`src/rtl/wb_multi.sv`:
```
// Multi-lane writeback stage: commits the in-order prefix of each bundle up to
// the first exception/ERET (or a pending interrupt), forwards HI/LO inside the
// bundle, reports redirects to CP0 and discards bundles for a short window
// after a redirect.
module wb_multi #(
  parameter int NCH       = 2,
  parameter int XLEN      = 32,
  parameter int FLUSH_CYC = 2,
  parameter int CNT_W     = 32
) (
  input  logic                  clk,
  input  logic                  resetn,
  input  logic                  in_valid,
  output logic                  in_ready,
  input  logic [NCH-1:0]        in_lane_vld,
  input  logic [NCH-1:0]        in_wen,
  input  logic [NCH*5-1:0]      in_wdest,
  input  logic [NCH*XLEN-1:0]   in_wdata,
  input  logic [NCH-1:0]        in_hi_we,
  input  logic [NCH-1:0]        in_lo_we,
  input  logic [NCH*XLEN-1:0]   in_hi,
  input  logic [NCH*XLEN-1:0]   in_lo,
  input  logic [NCH-1:0]        in_mfhi,
  input  logic [NCH-1:0]        in_mflo,
  input  logic [NCH-1:0]        in_exc,
  input  logic [NCH*5-1:0]      in_exc_code,
  input  logic [NCH-1:0]        in_eret,
  input  logic [NCH*XLEN-1:0]   in_pc,
  input  logic                  int_req,
  output logic [NCH-1:0]        rf_wen,
  output logic [NCH*5-1:0]      rf_wdest,
  output logic [NCH*XLEN-1:0]   rf_wdata,
  output logic                  exc_valid,
  output logic [4:0]            exc_code,
  output logic [XLEN-1:0]       exc_pc,
  output logic                  eret_out,
  output logic                  cancel,
  output logic [XLEN-1:0]       hi_data,
  output logic [XLEN-1:0]       lo_data,
  output logic [CNT_W-1:0]      retire_cnt
);

  typedef enum logic {RUN, FLUSH} state_t;

  state_t                state_q, state_d;
  logic [3:0]            fcnt_q, fcnt_d;
  logic [NCH-1:0]        rf_wen_q, rf_wen_d;
  logic [NCH*5-1:0]      rf_wdest_q, rf_wdest_d;
  logic [NCH*XLEN-1:0]   rf_wdata_q, rf_wdata_d;
  logic                  exc_valid_q, exc_valid_d;
  logic [4:0]            exc_code_q, exc_code_d;
  logic [XLEN-1:0]       exc_pc_q, exc_pc_d;
  logic                  eret_q, eret_d;
  logic                  cancel_q, cancel_d;
  logic [XLEN-1:0]       hi_q, hi_d;
  logic [XLEN-1:0]       lo_q, lo_d;
  logic [CNT_W-1:0]      rcnt_q, rcnt_d;

  logic                  acc_run;
  logic                  blk;
  logic                  bnd_eret;
  logic [4:0]            bnd_code;
  logic [XLEN-1:0]       bnd_pc;
  logic [NCH-1:0]        commit;
  logic [NCH-1:0]        we;
  logic [XLEN-1:0]       hi_run, lo_run;
  logic [CNT_W-1:0]      ncommit;

  assign in_ready = 1'b1;
  assign acc_run  = in_valid && (state_q == RUN);

  // Lane walk, oldest first: find the boundary, decide commits, and forward
  // HI/LO so each lane sees only writes from older committed lanes.
  always_comb begin
    blk        = acc_run && int_req;
    bnd_eret   = 1'b0;
    bnd_code   = '0;
    bnd_pc     = in_pc[0 +: XLEN];
    commit     = '0;
    we         = '0;
    hi_run     = hi_q;
    lo_run     = lo_q;
    ncommit    = '0;
    rf_wdata_d = '0;
    for (int unsigned j = 0; j < NCH; j++) begin
      if (acc_run && !blk && in_lane_vld[j]) begin
        if (in_exc[j] || in_eret[j]) begin
          blk       = 1'b1;
          bnd_eret  = !in_exc[j];
          bnd_code  = in_exc_code[j*5 +: 5];
          bnd_pc    = in_pc[j*XLEN +: XLEN];
          commit[j] = !in_exc[j];
        end else begin
          commit[j] = 1'b1;
        end
      end
      if (in_mfhi[j])
        rf_wdata_d[j*XLEN +: XLEN] = hi_run;
      else if (in_mflo[j])
        rf_wdata_d[j*XLEN +: XLEN] = lo_run;
      else
        rf_wdata_d[j*XLEN +: XLEN] = in_wdata[j*XLEN +: XLEN];
      if (commit[j]) begin
        we[j]   = in_wen[j] && (in_wdest[j*5 +: 5] != 5'd0);
        ncommit = ncommit + CNT_W'(1);
        if (in_hi_we[j]) hi_run = in_hi[j*XLEN +: XLEN];
        if (in_lo_we[j]) lo_run = in_lo[j*XLEN +: XLEN];
      end
    end
    hi_d   = hi_run;
    lo_d   = lo_run;
    rcnt_d = rcnt_q + ncommit;
  end

  // Same-destination writes within a bundle: only the youngest lane writes.
  always_comb begin
    rf_wen_d   = we;
    rf_wdest_d = in_wdest;
    for (int unsigned j = 0; j < NCH; j++) begin
      for (int unsigned k = 0; k < NCH; k++) begin
        if (k > j && we[k] && (in_wdest[k*5 +: 5] == in_wdest[j*5 +: 5]))
          rf_wen_d[j] = 1'b0;
      end
    end
  end

  // RUN/FLUSH control and one-cycle redirect reports.
  always_comb begin
    state_d     = state_q;
    fcnt_d      = fcnt_q;
    exc_valid_d = 1'b0;
    eret_d      = 1'b0;
    cancel_d    = 1'b0;
    exc_code_d  = '0;
    exc_pc_d    = '0;
    case (state_q)
      RUN: begin
        if (blk) begin
          state_d     = FLUSH;
          fcnt_d      = 4'(FLUSH_CYC);
          exc_valid_d = !bnd_eret;
          eret_d      = bnd_eret;
          cancel_d    = 1'b1;
          exc_code_d  = bnd_code;
          exc_pc_d    = bnd_pc;
        end
      end
      FLUSH: begin
        if (fcnt_q <= 4'd1) begin
          state_d = RUN;
          fcnt_d  = '0;
        end else begin
          fcnt_d = fcnt_q - 4'd1;
        end
      end
      default: begin
        state_d = RUN;
        fcnt_d  = '0;
      end
    endcase
  end

  // State and registered outputs; reset discards any same-cycle bundle.
  always_ff @(posedge clk) begin
    if (!resetn) begin
      state_q     <= RUN;
      fcnt_q      <= '0;
      rf_wen_q    <= '0;
      rf_wdest_q  <= '0;
      rf_wdata_q  <= '0;
      exc_valid_q <= 1'b0;
      exc_code_q  <= '0;
      exc_pc_q    <= '0;
      eret_q      <= 1'b0;
      cancel_q    <= 1'b0;
      hi_q        <= '0;
      lo_q        <= '0;
      rcnt_q      <= '0;
    end else begin
      state_q     <= state_d;
      fcnt_q      <= fcnt_d;
      rf_wen_q    <= rf_wen_d;
      rf_wdest_q  <= rf_wdest_d;
      rf_wdata_q  <= rf_wdata_d;
      exc_valid_q <= exc_valid_d;
      exc_code_q  <= exc_code_d;
      exc_pc_q    <= exc_pc_d;
      eret_q      <= eret_d;
      cancel_q    <= cancel_d;
      hi_q        <= hi_d;
      lo_q        <= lo_d;
      rcnt_q      <= rcnt_d;
    end
  end

  assign rf_wen     = rf_wen_q;
  assign rf_wdest   = rf_wdest_q;
  assign rf_wdata   = rf_wdata_q;
  assign exc_valid  = exc_valid_q;
  assign exc_code   = exc_code_q;
  assign exc_pc     = exc_pc_q;
  assign eret_out   = eret_q;
  assign cancel     = cancel_q;
  assign hi_data    = hi_q;
  assign lo_data    = lo_q;
  assign retire_cnt = rcnt_q;

endmodule

```
`config.mk`:
```
export PLATFORM = sky130hd
export DESIGN_NAME = wb_multi
export DESIGN_NICKNAME = d
export VERILOG_FILES = /design/src/rtl/wb_multi.sv
export SDC_FILE = /design/constraint.sdc
export NUM_CORES = 1
export LEC_CHECK = 0
export ABC_CLOCK_PERIOD_IN_PS = 7200
export CORE_AREA = 2 2 200 202
export CTS_BUF_LIST = sky130_fd_sc_hd__clkbuf_8
export CTS_CLUSTER_DIAMETER = 50
export CTS_CLUSTER_SIZE = 40
export DETAILED_ROUTE_END_ITERATION = 12
export DIE_AREA = 0 0 202 204
export PLACE_DENSITY = 0.61
export SYNTH_ARGS = -nofsm -noshare
export SYNTH_HDL_FRONTEND = slang
export SYNTH_SLANG_ARGS = --single-unit
```
`constraint.sdc`:
```
create_clock -name clk -period 7.2 [get_ports clk]
set_input_delay 1.44 -clock clk [delete_from_list [all_inputs] [get_ports clk]]
set_output_delay 1.44 -clock clk [all_outputs]
set_load 0.01 [all_outputs]
```
# After elaboration in Yosys (flattened, before gate mapping)
# Cells that the tools add are included.
# op_classes
mux	39
n_reduce_logical	21
n_eq_ne	2
n_lt_le_gt_ge	1
n_bitwise	4
add_sub_neg	3
# ops
operator	count
32-bit two-way mux	15
32-bit by 1-bit adder with 32-bit output, second input constant	1
32-bit adder	1
5-bit two-way mux	4
1-bit two-way mux	16
5-bit nonzero test	2
1-bit logical AND	9
4-bit two-way mux	2
4-bit one-hot mux with 2 select lines	1
3-bit OR reduction	2
5-bit equality test	1
1-bit zero test	5
4-bit by 1-bit less-or-equal comparator with 1-bit output, second input constant	1
1-bit NOT	4
4-bit by 1-bit subtractor with 4-bit output, second input constant	1
1-bit logical OR	2
2-bit inequality test, second input constant	1
1-bit one-hot mux with 2 select lines	1
2-bit OR reduction	1
# word_totals
elab_cells	84
output_inout_bits	213
register_bits	217
input_bits	296

# Longest topological paths before layout
# Gate-level depths: netlist (run 1).
# depth
ltp_word	14
ltp_mapped	13
ltp_nobuf	11

# Worst setup path after synthesis (run 1)
# OpenSTA, ideal clock, no wires.
# synth_timing
kind	input -> register
start	in in_exc[0]
end	reg rcnt_q[24] (netlist: retire_cnt[24])
setup_time_ps	70
arrival_ps	3768
setup_slack_ps	3362
cell_stages	12
n_path_buf	1
required_time_ps	7130
path_cell_list	o21ai_1 -> nand3_1 -> nor2_1 -> ha_1 -> ha_1 -> inv_1 -> fa_1 -> and3b_1 -> nand2_1 -> clkbuf_1 -> or4_1 -> a21oi_1
# synth_between
elab_chain_len	9
word_cells_on_any_way	14
classes_between	2 x add/sub; 7 x mux; 5 x reduce/logical
# synth_rtl
element	line_no	rtl
start, declared	25	input logic [NCH-1:0] in_exc,
parallel branches: the longest is 7 deep, another holds 32-bit by 1-bit adder with 32-bit output	--	
32-bit two-way mux (*)	103	if (commit[j]) begin
32-bit adder (*)	112	rcnt_d = rcnt_q + ncommit;
end signal, assigned	192	rcnt_q <= rcnt_d;
end, declared	57	logic [CNT_W-1:0] rcnt_q, rcnt_d;
# Every way passes the cells marked *.
# A chain may end at the register's enable or synchronous reset.

# Worst setup path after layout (run 1)
# layout_timing
start	in in_eret[0]
end	reg rcnt_q[26] (netlist: retire_cnt[26])
# layout_between
elab_chain_len	9
word_cells_on_any_way	13
classes_between	2 x add/sub; 7 x mux; 4 x reduce/logical
# layout_rtl
element	line_no	rtl
start, declared	27	input logic [NCH-1:0] in_eret,
1-bit logical OR (*)	87	if (in_exc[j] || in_eret[j]) begin
parallel branches: the longest is 6 deep, another holds 32-bit by 1-bit adder with 32-bit output	--	
32-bit two-way mux (*)	103	
32-bit adder (*)	112	
# Marked as above.

==> results of run 1 <==
[power groups by stage]
stage	clock (mW)	sequential [mW]	combinational [mW]
2_1_floorplan	0	1.30	0.131
3_3_place_gp	0	1.29	0.437
3_5_place_dp	0	1.29	0.439
4_1_cts	1.37	1.26	0.442
5_1_grt	1.41	1.26	0.472
6_report	1.32	1.26	0.440
[through the flow]
stage          utilization, %  instances  instance area [um2]  worst slack (ns)  hold slack (ns)
6_report                40.17       2132                15740             2.981           0.4862
5_1_grt                 40.17       2131                15740             2.626           0.5132
4_1_cts                 40.17       2131                15740             3.053           0.4880
3_5_place_dp            38.00       2068                14890             2.445           0.4791
3_3_place_gp            38.00       2068                14890             2.485           0.4676
2_1_floorplan               -       1113                 9412             3.362           0.4863
[kinds of logic after synthesis]
family | after synthesis | share of synthesized area, %
AND/OR/NAND/NOR | 388 | 20.87
AO/OA/AOI/OAI | 312 | 19.12
flip-flops | 217 | 46.16
buffers and inverters | 108 | 4.507
multiplexers | 67 | 7.126
XOR/XNOR | 14 | 1.303
adder cells (fa/ha/maj) | 6 | 0.8774
other | 1 | 0.03984
[flip-flops by register name, summed over array words and instances (netlist names)]
signal and flops:
eret_out 1, state_q 1, fcnt_q 4, rf_wdest 10, hi_data 32, rf_wen 2
exc_code 5, exc_pc 32, exc_valid 1, cancel 1, retire_cnt 32, rf_wdata 64
lo_data 32
[worst max-delay path: cells and delay by family]
kind | cells | cell delay, ns
AOI/OAI and AO/OA | 2 | 0.54
and+or+nand+nor | 5 | 1.48
adders and majority gates | 3 | 0.71
buffers and inverters | 2 | 0.53
[routing by layer]
| layer | up-vias | part of all wire [%] | GRT usage [%] |
|---|---|---|---|
| met5 | - | 0.031 | 0 |
| met4 | 2 | 3.6 | 9.034 |
| met3 | 89 | 9.2 | 6.170 |
| met2 | 485 | 46 | 31.26 |
| met1 | 4797 | 41 | 23.95 |
| li1 | 4911 | - | - |
[placed cells by master (no fill, tap or decap), drive strengths merged, types with 21 or more instances in the layout]
cell and n:
o32ai 32, nand2 143, a31oi 32, clkbuf 43, mux2i 67, a21oi 115
clkdlybuf4s50 503, inv 21, nor2 86, o21ai 106, nor3b 64, dfxtp 217
[how the worst min path moves through the flow]
stage	endpoint	slack, ns
floorplan	retire_cnt[31]$_SDFF_PN0_	0.49
global placement	retire_cnt[31]$_SDFF_PN0_	0.47
detailed placement	retire_cnt[31]$_SDFF_PN0_	0.48
CTS	retire_cnt[31]$_SDFF_PN0_	0.49
global route	retire_cnt[31]$_SDFF_PN0_	0.51
finish	retire_cnt[31]$_SDFF_PN0_	0.49
[layout make-up]
type / count / area share [%]
Antenna cell: 1 / 0.01590
Multi-Input combinational cell: 788 / 29.58
Timing Repair Buffer: 523 / 32.88
Sequential cell: 217 / 27.60
Clock buffer: 43 / 3.760
Clock inverter: 20 / 1.637
Tap cell: 525 / 4.173
Inverter: 15 / 0.3577
==> impl_metrics.toml, run 1 <==
[timing]
fin_crit_sh_pct = 58.60
rsz0062_at_grt = "no"
finClkSkew_ns = 0.01661
max_slew.worst_pin.slew_ns = 0.9127
slew_headroom_pct = 39.15
fmax_mhz = 237.0
hold_viol_final = 0
setup_viol = 0
fin_tns_setup_ns = 0
fin_crit_ns = 4.219
slew_violations = 0

[floorplan]
dieHeight_um = 204
core_area_mm2 = 0.03918
ioPinCount = 509
die_w_um = 202
rows = 73
initial_core_util_pct = 24.02
die_area_mm2 = 0.04121

[final_layout]
num-nets-final = 1883
drive_gt1_share_pct = 5.604
seqCellArea_mm2 = 0.004344
fillers = 3923
multi_input_area_mm2 = 0.004657
area_delta_synth_final_pct = 67.26

[pwr]
power.leakage_nw = 5.722
total_power_mw = 3.020
sw_frac_of_total_pct = 25.88
seq_power_share_pct = 41.8
cellPowerDensity_mw_per_mm2 = 191.8
combPwrFrac_pct = 14.6
clkPwrFrac_pct = 43.7
internal_power_mw = 2.238
ir_drop_uv = 130.3
power.switching_mw = 0.7816

[grt]
grt_pass1_vias = 10270
grt_max_degree = 97
track_usage_pct = 19.54
antenna_found_initial = 3
grt_pass1_wl_mm = 62.14
overflow = 0

[worst_setup_path]
crit_slowest_cell = "or4_1"
r2r_cells = 11
cp_common_cell = "ha_1"
path_cells = "clkdlybuf4s50_1 -> o21ai_1 -> nand3_1 -> nor2_1 -> ha_1 -> ha_1 -> inv_1 -> fa_1 -> and3b_1 -> nand2_1 -> or4_1 -> a21oi_1"
critPathArrivalTime_ns = 4.70
crit_path_start = "in_eret[0]"
r2r_slack_ns = 3.96
max_stage_delay_ns = 0.55
r2r_end = "retire_cnt[26]$_SDFF_PN0_"
startpoint_type = "primary input"
cp-endpoint = "retire_cnt[26]$_SDFF_PN0_"
critPathMaxFanout = 13
crit_type = "primary input to register"
reg2reg_from = "state_q$_SDFF_PN0_"
crit_required_ns = 7.68
crit_path_end_kind = "register"

[clocking]
cts_hold_buf = 0
cts_root_buffer = "clkbuf_8"
htree_num_levels = 2
cts_buffers = 36
cts_tree = "built"
insertion_delay_ns = 0.57
ctsResizeCount = 0
cts_max_path_buffers = 3
post-cts-setup-buffers = 0
clk_pin_slew_worst_paths_ns = 0.06
cts_sinks = 217

[yosys]
synth_top_area_cell = "dfxtp_1"
ys.flop_type = "dfxtp_1"
yosys-top-cells-area = "dfxtp_1 46%, mux2i_1 7.1%, a21oi_1 6.1%"
syn_nets = 1415
syn_area_per_cell_um2 = 8.456
synth_edf_count = 0
ys_ff_latch = 217
yosys-top-cells-count = "217 x dfxtp_1, 143 x nand2_1, 115 x a21oi_1, 105 x o21ai_0, 86 x nor2_1"
yosysSeqAreaShare_pct = 46.16
yosysUniqueCellTypes = 46
yosys.area.top_type_share_pct = 46.16
postSynth.asyncResetShare_pct = 0
yosys_warnings = 0
synth_cells = 1113
syn_area_mm2 = 0.009412
yosysMostFrequentCell = "dfxtp_1"

[route]
drt-pass1-iter-count = 5
remaining_drc_errors = 0
drt-initial-drc-count = 588
vias = 10280
wl_mm = 41.73
viasPerCell = 4.824
ant_nets = 0
avgRoutedWirePerCell_um = 19.57

[run_status]
run_status = "complete, no violations"

[min_path]
hold_path_class = "register to register"
hp-start = "retire_cnt[31]$_SDFF_PN0_"
whs_path_depth = 2

[job]
maxCapViolations = 0

[placed_design]
place.gp.congestion = 0.8927
io_buffers = 507
dp.final_hpwl_mm = 29.29
Power figures use the tool's default switching activity.
==> run 2: changes to the inputs <==
==> config.mk (replaced) <==
export PLATFORM = sky130hd
export DESIGN_NAME = wb_multi
export DESIGN_NICKNAME = d
export VERILOG_FILES = /design/src/rtl/wb_multi.sv
export SDC_FILE = /design/constraint.sdc
export NUM_CORES = 1
export LEC_CHECK = 0
export ABC_CLOCK_PERIOD_IN_PS = 4100
export CORE_AREA = 2 2 198 200
export CTS_BUF_LIST = sky130_fd_sc_hd__clkbuf_8
export CTS_CLUSTER_DIAMETER = 50
export CTS_CLUSTER_SIZE = 40
export DETAILED_ROUTE_END_ITERATION = 12
export DIE_AREA = 0 0 200 202
export PLACE_DENSITY = 0.62
export SYNTH_ARGS = -nofsm -noshare
export SYNTH_HDL_FRONTEND = slang
export SYNTH_SLANG_ARGS = --single-unit
==> constraint.sdc (replaced) <==
create_clock -name clk -period 4.1 [get_ports clk]
set_input_delay 0.82 -clock clk [delete_from_list [all_inputs] [get_ports clk]]
set_output_delay 0.82 -clock clk [all_outputs]
set_load 0.01 [all_outputs]
==> run 2 against run 1 <==
  * Final cell count is 0.14% higher
  * Sequential share of layout area fell by 0.068 points
  * Worst setup slack lost 2.3 ns
  * Critical path depth unchanged
  * First-iteration DRC count down 17%
  * Power is 70% higher
  * Hold slack lost 0.0035 ns
  * Sequential cell count stayed put
  * Critical path type unchanged
  * Largest cell class unchanged
  * Largest power group is now registers
==> impl_metrics.toml, run 2 (synthesis gave the netlist of run 1 again) <==
[clocking]
clk_pin_slew_worst_paths_ns = 0.08
cts_hold_buf = 0
insertion_delay_ns = 0.58
htree_num_levels = 2
cts_tree = "built"
ctsResizeCount = 0
cts_sinks = 217
cts_buffers = 35
post-cts-setup-buffers = 0
cts_root_buffer = "clkbuf_8"
cts_max_path_buffers = 3

[grt]
antenna_found_initial = 5
grt_max_degree = 88
grt_pass1_wl_mm = 61.43
overflow = 0
track_usage_pct = 20.06
grt_pass1_vias = 10220

[floorplan]
core_area_mm2 = 0.03829
dieHeight_um = 202
initial_core_util_pct = 24.58
die_w_um = 200
rows = 72
die_area_mm2 = 0.04040
ioPinCount = 509

[pwr]
cellPowerDensity_mw_per_mm2 = 325.0
power.leakage_nw = 5.774
ir_drop_uv = 251.2
total_power_mw = 5.129

[timing]
setup_viol = 0
hold_viol_final = 0
max_slew.worst_pin.slew_ns = 1.038
slew_headroom_pct = 30.82
fin_crit_sh_pct = 83.31
slew_violations = 0
timing.final.ws_setup_ns = 0.6843
fmax_mhz = 292.8
hold_slack_ns = 0.4827
rsz0062_at_grt = "no"
fin_tns_setup_ns = 0
fin_crit_ns = 3.416
finClkSkew_ns = 0.03827

[route]
drt-initial-drc-count = 489
ant_nets = 0
vias = 10260
drt-pass1-iter-count = 6
remaining_drc_errors = 0
avgRoutedWirePerCell_um = 19.73
viasPerCell = 4.806
wl_mm = 42.12

[final_layout]
drive_gt1_share_pct = 5.704
num-nets-final = 1890
area_delta_synth_final_pct = 67.67
fillers = 3856
instances_no_fill = 2135
layout_common_cells = "503 x clkdlybuf4s50_1, 217 x dfxtp_1, 143 x nand2_1"
largest_reg_flops = 64
final_common_cell = "clkdlybuf4s50_1"

[worst_setup_path]
crit_type = "primary input to register"
crit_required_ns = 4.60
critPathMaxFanout = 13
critPathArrivalTime_ns = 3.92
startpoint_type = "primary input"
crit_path_end_kind = "register"

[placed_design]
io_buffers = 507
place.gp.congestion = 0.8920
dp_cells = 2069
pre_cts_ws_ns = 0.1195
dp.final_hpwl_mm = 30.14

[min_path]
hold_path_class = "register to register"

[run_status]
run_status = "complete, no violations"

[job]
maxCapViolations = 0
run 2: cell types whose count changed in the layout (fill, tap and decap cells not counted):
| cell | before | now |
|---|---|---|
| inv_1 | 16 | 21 |
| buf_4 | 16 | 19 |
| inv_6 | 3 | 5 |
| buf_12 | 0 | 5 |
| clkinvlp_4 | 4 | 0 |
| clkbuf_8 | 43 | 38 |
| clkinv_2 | 3 | 5 |
| diode_2 | 1 | 4 |
| bufinv_16 | 5 | 4 |
run 2: layer usage:
| metal | part of all wire, % | GRT usage (%) | wire length [um] | up-vias |
|---|---|---|---|---|
| li1 | - | - | - | 4928 |
| met1 | 40 | 23.67 | 16940 | 4804 |
| met2 | 48 | 33.51 | 20020 | 450 |
| met3 | 9.2 | 6.424 | 3869 | 78 |
| met4 | 3.1 | 8.095 | 1292 | 0 |
| met5 | 0 | 0 | 0 | - |
run 2: final timing paths:
| check | startpoint | end | slack, ns | cells past startpoint |
|---|---|---|---|---|
| worst max-delay path | in_valid | retire_cnt[26]$_SDFF_PN0_ | 0.68 | 12 |
| worst min-delay path | retire_cnt[31]$_SDFF_PN0_ | retire_cnt[31]$_SDFF_PN0_ | 0.48 | 2 |
| worst max register to register | state_q$_SDFF_PN0_ | retire_cnt[26]$_SDFF_PN0_ | 1.00 | 11 |
| worst min register to register | retire_cnt[31]$_SDFF_PN0_ | retire_cnt[31]$_SDFF_PN0_ | 0.48 | 2 |
run 2: layout make-up:
cell class	count	area, um2	area share [%]
antenna	4	10.01	0.06343
clock buffer	38	523.0	3.314
inverter	15	56.30	0.3568
multi-input combinational	788	4657	29.51
tap	518	648.1	4.107
timing repair buffer	531	5298	33.57
clock inverter	24	244.0	1.546
sequential	217	4344	27.53
run 2: worst max-delay path: stages:
cell and delay (ns):
clkdlybuf4s50_1 0.52, and3b_1 0.26, nand3_1 0.11, nor2_1 0.05, ha_1 0.28, ha_1 0.16
inv_1 0.06, fa_1 0.43, and3b_1 0.28, nand2_1 0.25, or4_1 0.54, a21oi_1 0.15
run 2: per-stage QoR:
| stage | instance area, um2 | util [%] |
|---|---|---|
| 5_1_grt | 15780 | 41.21 |
| 4_1_cts | 15770 | 41.19 |
| 2_1_floorplan | 9412 | - |
| 3_3_place_gp | 15000 | 39.19 |
| 6_report | 15780 | 41.22 |
| 3_5_place_dp | 15000 | 39.19 |
run 2: power by group:
group	internal (mW)	switching (mW)	total (mW)
sequential	2.18	0.0379	2.21
combinational	0.462	0.316	0.779
clock	1.14	0.994	2.14
==> run 3: changes to the inputs <==
--- a/config.mk
+++ b/config.mk
@@ -5,7 +5,7 @@
 export SDC_FILE = /design/constraint.sdc
 export NUM_CORES = 1
 export LEC_CHECK = 0
-export ABC_CLOCK_PERIOD_IN_PS = 4100
+export ABC_CLOCK_PERIOD_IN_PS = 3200
 export CORE_AREA = 2 2 198 200
 export CTS_BUF_LIST = sky130_fd_sc_hd__clkbuf_8
 export CTS_CLUSTER_DIAMETER = 50
==> constraint.sdc (replaced) <==
create_clock -name clk -period 3.2 [get_ports clk]
set_input_delay 0.64 -clock clk [delete_from_list [all_inputs] [get_ports clk]]
set_output_delay 0.64 -clock clk [all_outputs]
set_load 0.01 [all_outputs]
==> run 3 against run 2 <==
  * Utilization grew 0.43 points
  * Critical path depth unchanged
  * Via count up 0.87%
  * Sequential cell count is the same
  * Power increased by 27%
==> impl_metrics.toml, run 3 (synthesis gave the netlist of run 1 again) <==
[timing]
slew_headroom_pct = 38.95
slew_violations = 0
max_slew.worst_pin.slew_ns = 0.9157
rsz0062_at_grt = "no"
setup_viol = 0
hold_viol_final = 0
fin_tns_setup_ns = 0
fin_crit_ns = 2.965
fin_crit_sh_pct = 92.66
finClkSkew_ns = 0.03021
fmax_mhz = 337.2
timing.final.ws_setup_ns = 0.2348

[floorplan]
die_area_mm2 = 0.04040
dieHeight_um = 202
core_area_mm2 = 0.03829
die_w_um = 200
initial_core_util_pct = 24.58
ioPinCount = 509
rows = 72

[clocking]
ctsResizeCount = 0
htree_num_levels = 2
cts_buffers = 34
cts_hold_buf = 0
post-cts-setup-buffers = 0
cts_max_path_buffers = 3
cts_root_buffer = "clkbuf_8"
insertion_delay_ns = 0.58
cts_tree = "built"
cts_sinks = 217
clk_pin_slew_worst_paths_ns = 0.08

[worst_setup_path]
crit_slowest_cell = "clkdlybuf4s50_1"
crit_required_ns = 3.71
r2r_end = "retire_cnt[26]$_SDFF_PN0_"
crit_type = "primary input to register"
crit_path_end_kind = "register"
crit_family = "simple AND/OR/NAND/NOR gates"
reg2reg_from = "state_q$_SDFF_PN0_"
cp-endpoint = "retire_cnt[26]$_SDFF_PN0_"
path_cells = "clkdlybuf4s50_1 -> and3b_1 -> nand3_1 -> nor2_1 -> ha_1 -> ha_1 -> inv_1 -> fa_1 -> and3b_1 -> nand2_1 -> or4_1 -> a21oi_1"
crit_path_start = "in_valid"
crit_cells = 12
max_stage_delay_ns = 0.52
startpoint_type = "primary input"
critPathMaxFanout = 10
r2r_slack_ns = 0.28
critPathBufInv = 2
r2r_cells = 11
critPathArrivalTime_ns = 3.47

[final_layout]
fillers = 3780
seqCellArea_mm2 = 0.004344
num-nets-final = 1909
layout_common_cells = "503 x clkdlybuf4s50_1, 217 x dfxtp_1, 143 x nand2_1"
drive_gt1_share_pct = 7.047
largest_reg_flops = 64
area_delta_synth_final_pct = 69.41
final_common_cell = "clkdlybuf4s50_1"
multi_input_area_mm2 = 0.004657

[pwr]
combPwrFrac_pct = 15.4
power.leakage_nw = 5.858
cellPowerDensity_mw_per_mm2 = 410.1
internal_power_mw = 4.786
power.switching_mw = 1.753
ir_drop_uv = 349.2
total_power_mw = 6.539
sw_frac_of_total_pct = 26.81
seq_power_share_pct = 43.4
clkPwrFrac_pct = 41.2

[route]
avgRoutedWirePerCell_um = 19.62
remaining_drc_errors = 0
drt-pass1-iter-count = 5
wl_mm = 42.23
viasPerCell = 4.809
drt-initial-drc-count = 651
vias = 10350
ant_nets = 0

[grt]
grt_pass1_wl_mm = 61.71
overflow = 0
grt_pass1_vias = 10210
antenna_found_initial = 2
track_usage_pct = 20.17
grt_max_degree = 66

[placed_design]
pre_cts_ws_ns = -0.3653
place.gp.congestion = 0.8696
dp.final_hpwl_mm = 30.39
io_buffers = 507

[run_status]
run_status = "complete, no violations"

[job]
maxCapViolations = 0

[min_path]
hold_path_class = "register to register"
==> run 3: metrics by stage <==
step                util, %  cells  cell area [um2]  hold slack [ns]
global route          41.64   2151            15940           0.4979
CTS                   41.63   2150            15940           0.4859
floorplan                 -   1113             9412           0.4863
finish                41.64   2152            15940           0.4760
detailed placement    39.64   2089            15180           0.4758
global placement      39.64   2089            15180           0.4616
==> run 3: routing by layer <==
layer	up-vias	GRT usage (%)	routed length (um)
li1	4958	-	-
met1	4832	24.55	16970
met2	476	33.10	19910
met3	83	5.840	3833
met4	0	8.413	1511
met5	-	0	0
==> run 3: tightest hold or removal path, stage by stage, from the launching register on <==
cell	delay (ns)
dfxtp_1	0.32
nand2_1	0.05
mux2i_1	0.06
==> run 3: power groups by stage <==
stage | logic, mW | registers [mW] | clock network, mW
6_report | 1.01 | 2.84 | 2.69
5_1_grt | 1.09 | 2.84 | 2.89
2_1_floorplan | 0.295 | 2.93 | 0
3_5_place_dp | 1.01 | 2.90 | 0
3_3_place_gp | 1.00 | 2.90 | 0
4_1_cts | 1.02 | 2.84 | 2.80
==> run 3: area by class of cell <==
cell class	count	share of cell area, %
antenna	2	0.03139
clock buffer	42	3.626
clock inverter	19	1.146
inverter	15	0.3531
multi-input combinational	788	29.21
sequential	217	27.25
tap	518	4.065
timing repair buffer	551	34.32
==> run 3: how the worst min path moves through the flow <==
stage | endpoint | slack (ns) | start | depth (start not counted)
2_1_floorplan | retire_cnt[31]$_SDFF_PN0_ | 0.49 | retire_cnt[31]$_SDFF_PN0_ | 2
3_3_place_gp | retire_cnt[31]$_SDFF_PN0_ | 0.46 | retire_cnt[31]$_SDFF_PN0_ | 2
3_5_place_dp | retire_cnt[31]$_SDFF_PN0_ | 0.48 | retire_cnt[31]$_SDFF_PN0_ | 2
4_1_cts | retire_cnt[31]$_SDFF_PN0_ | 0.49 | retire_cnt[31]$_SDFF_PN0_ | 2
5_1_grt | retire_cnt[31]$_SDFF_PN0_ | 0.50 | retire_cnt[31]$_SDFF_PN0_ | 2
6_report | retire_cnt[31]$_SDFF_PN0_ | 0.48 | retire_cnt[31]$_SDFF_PN0_ | 2
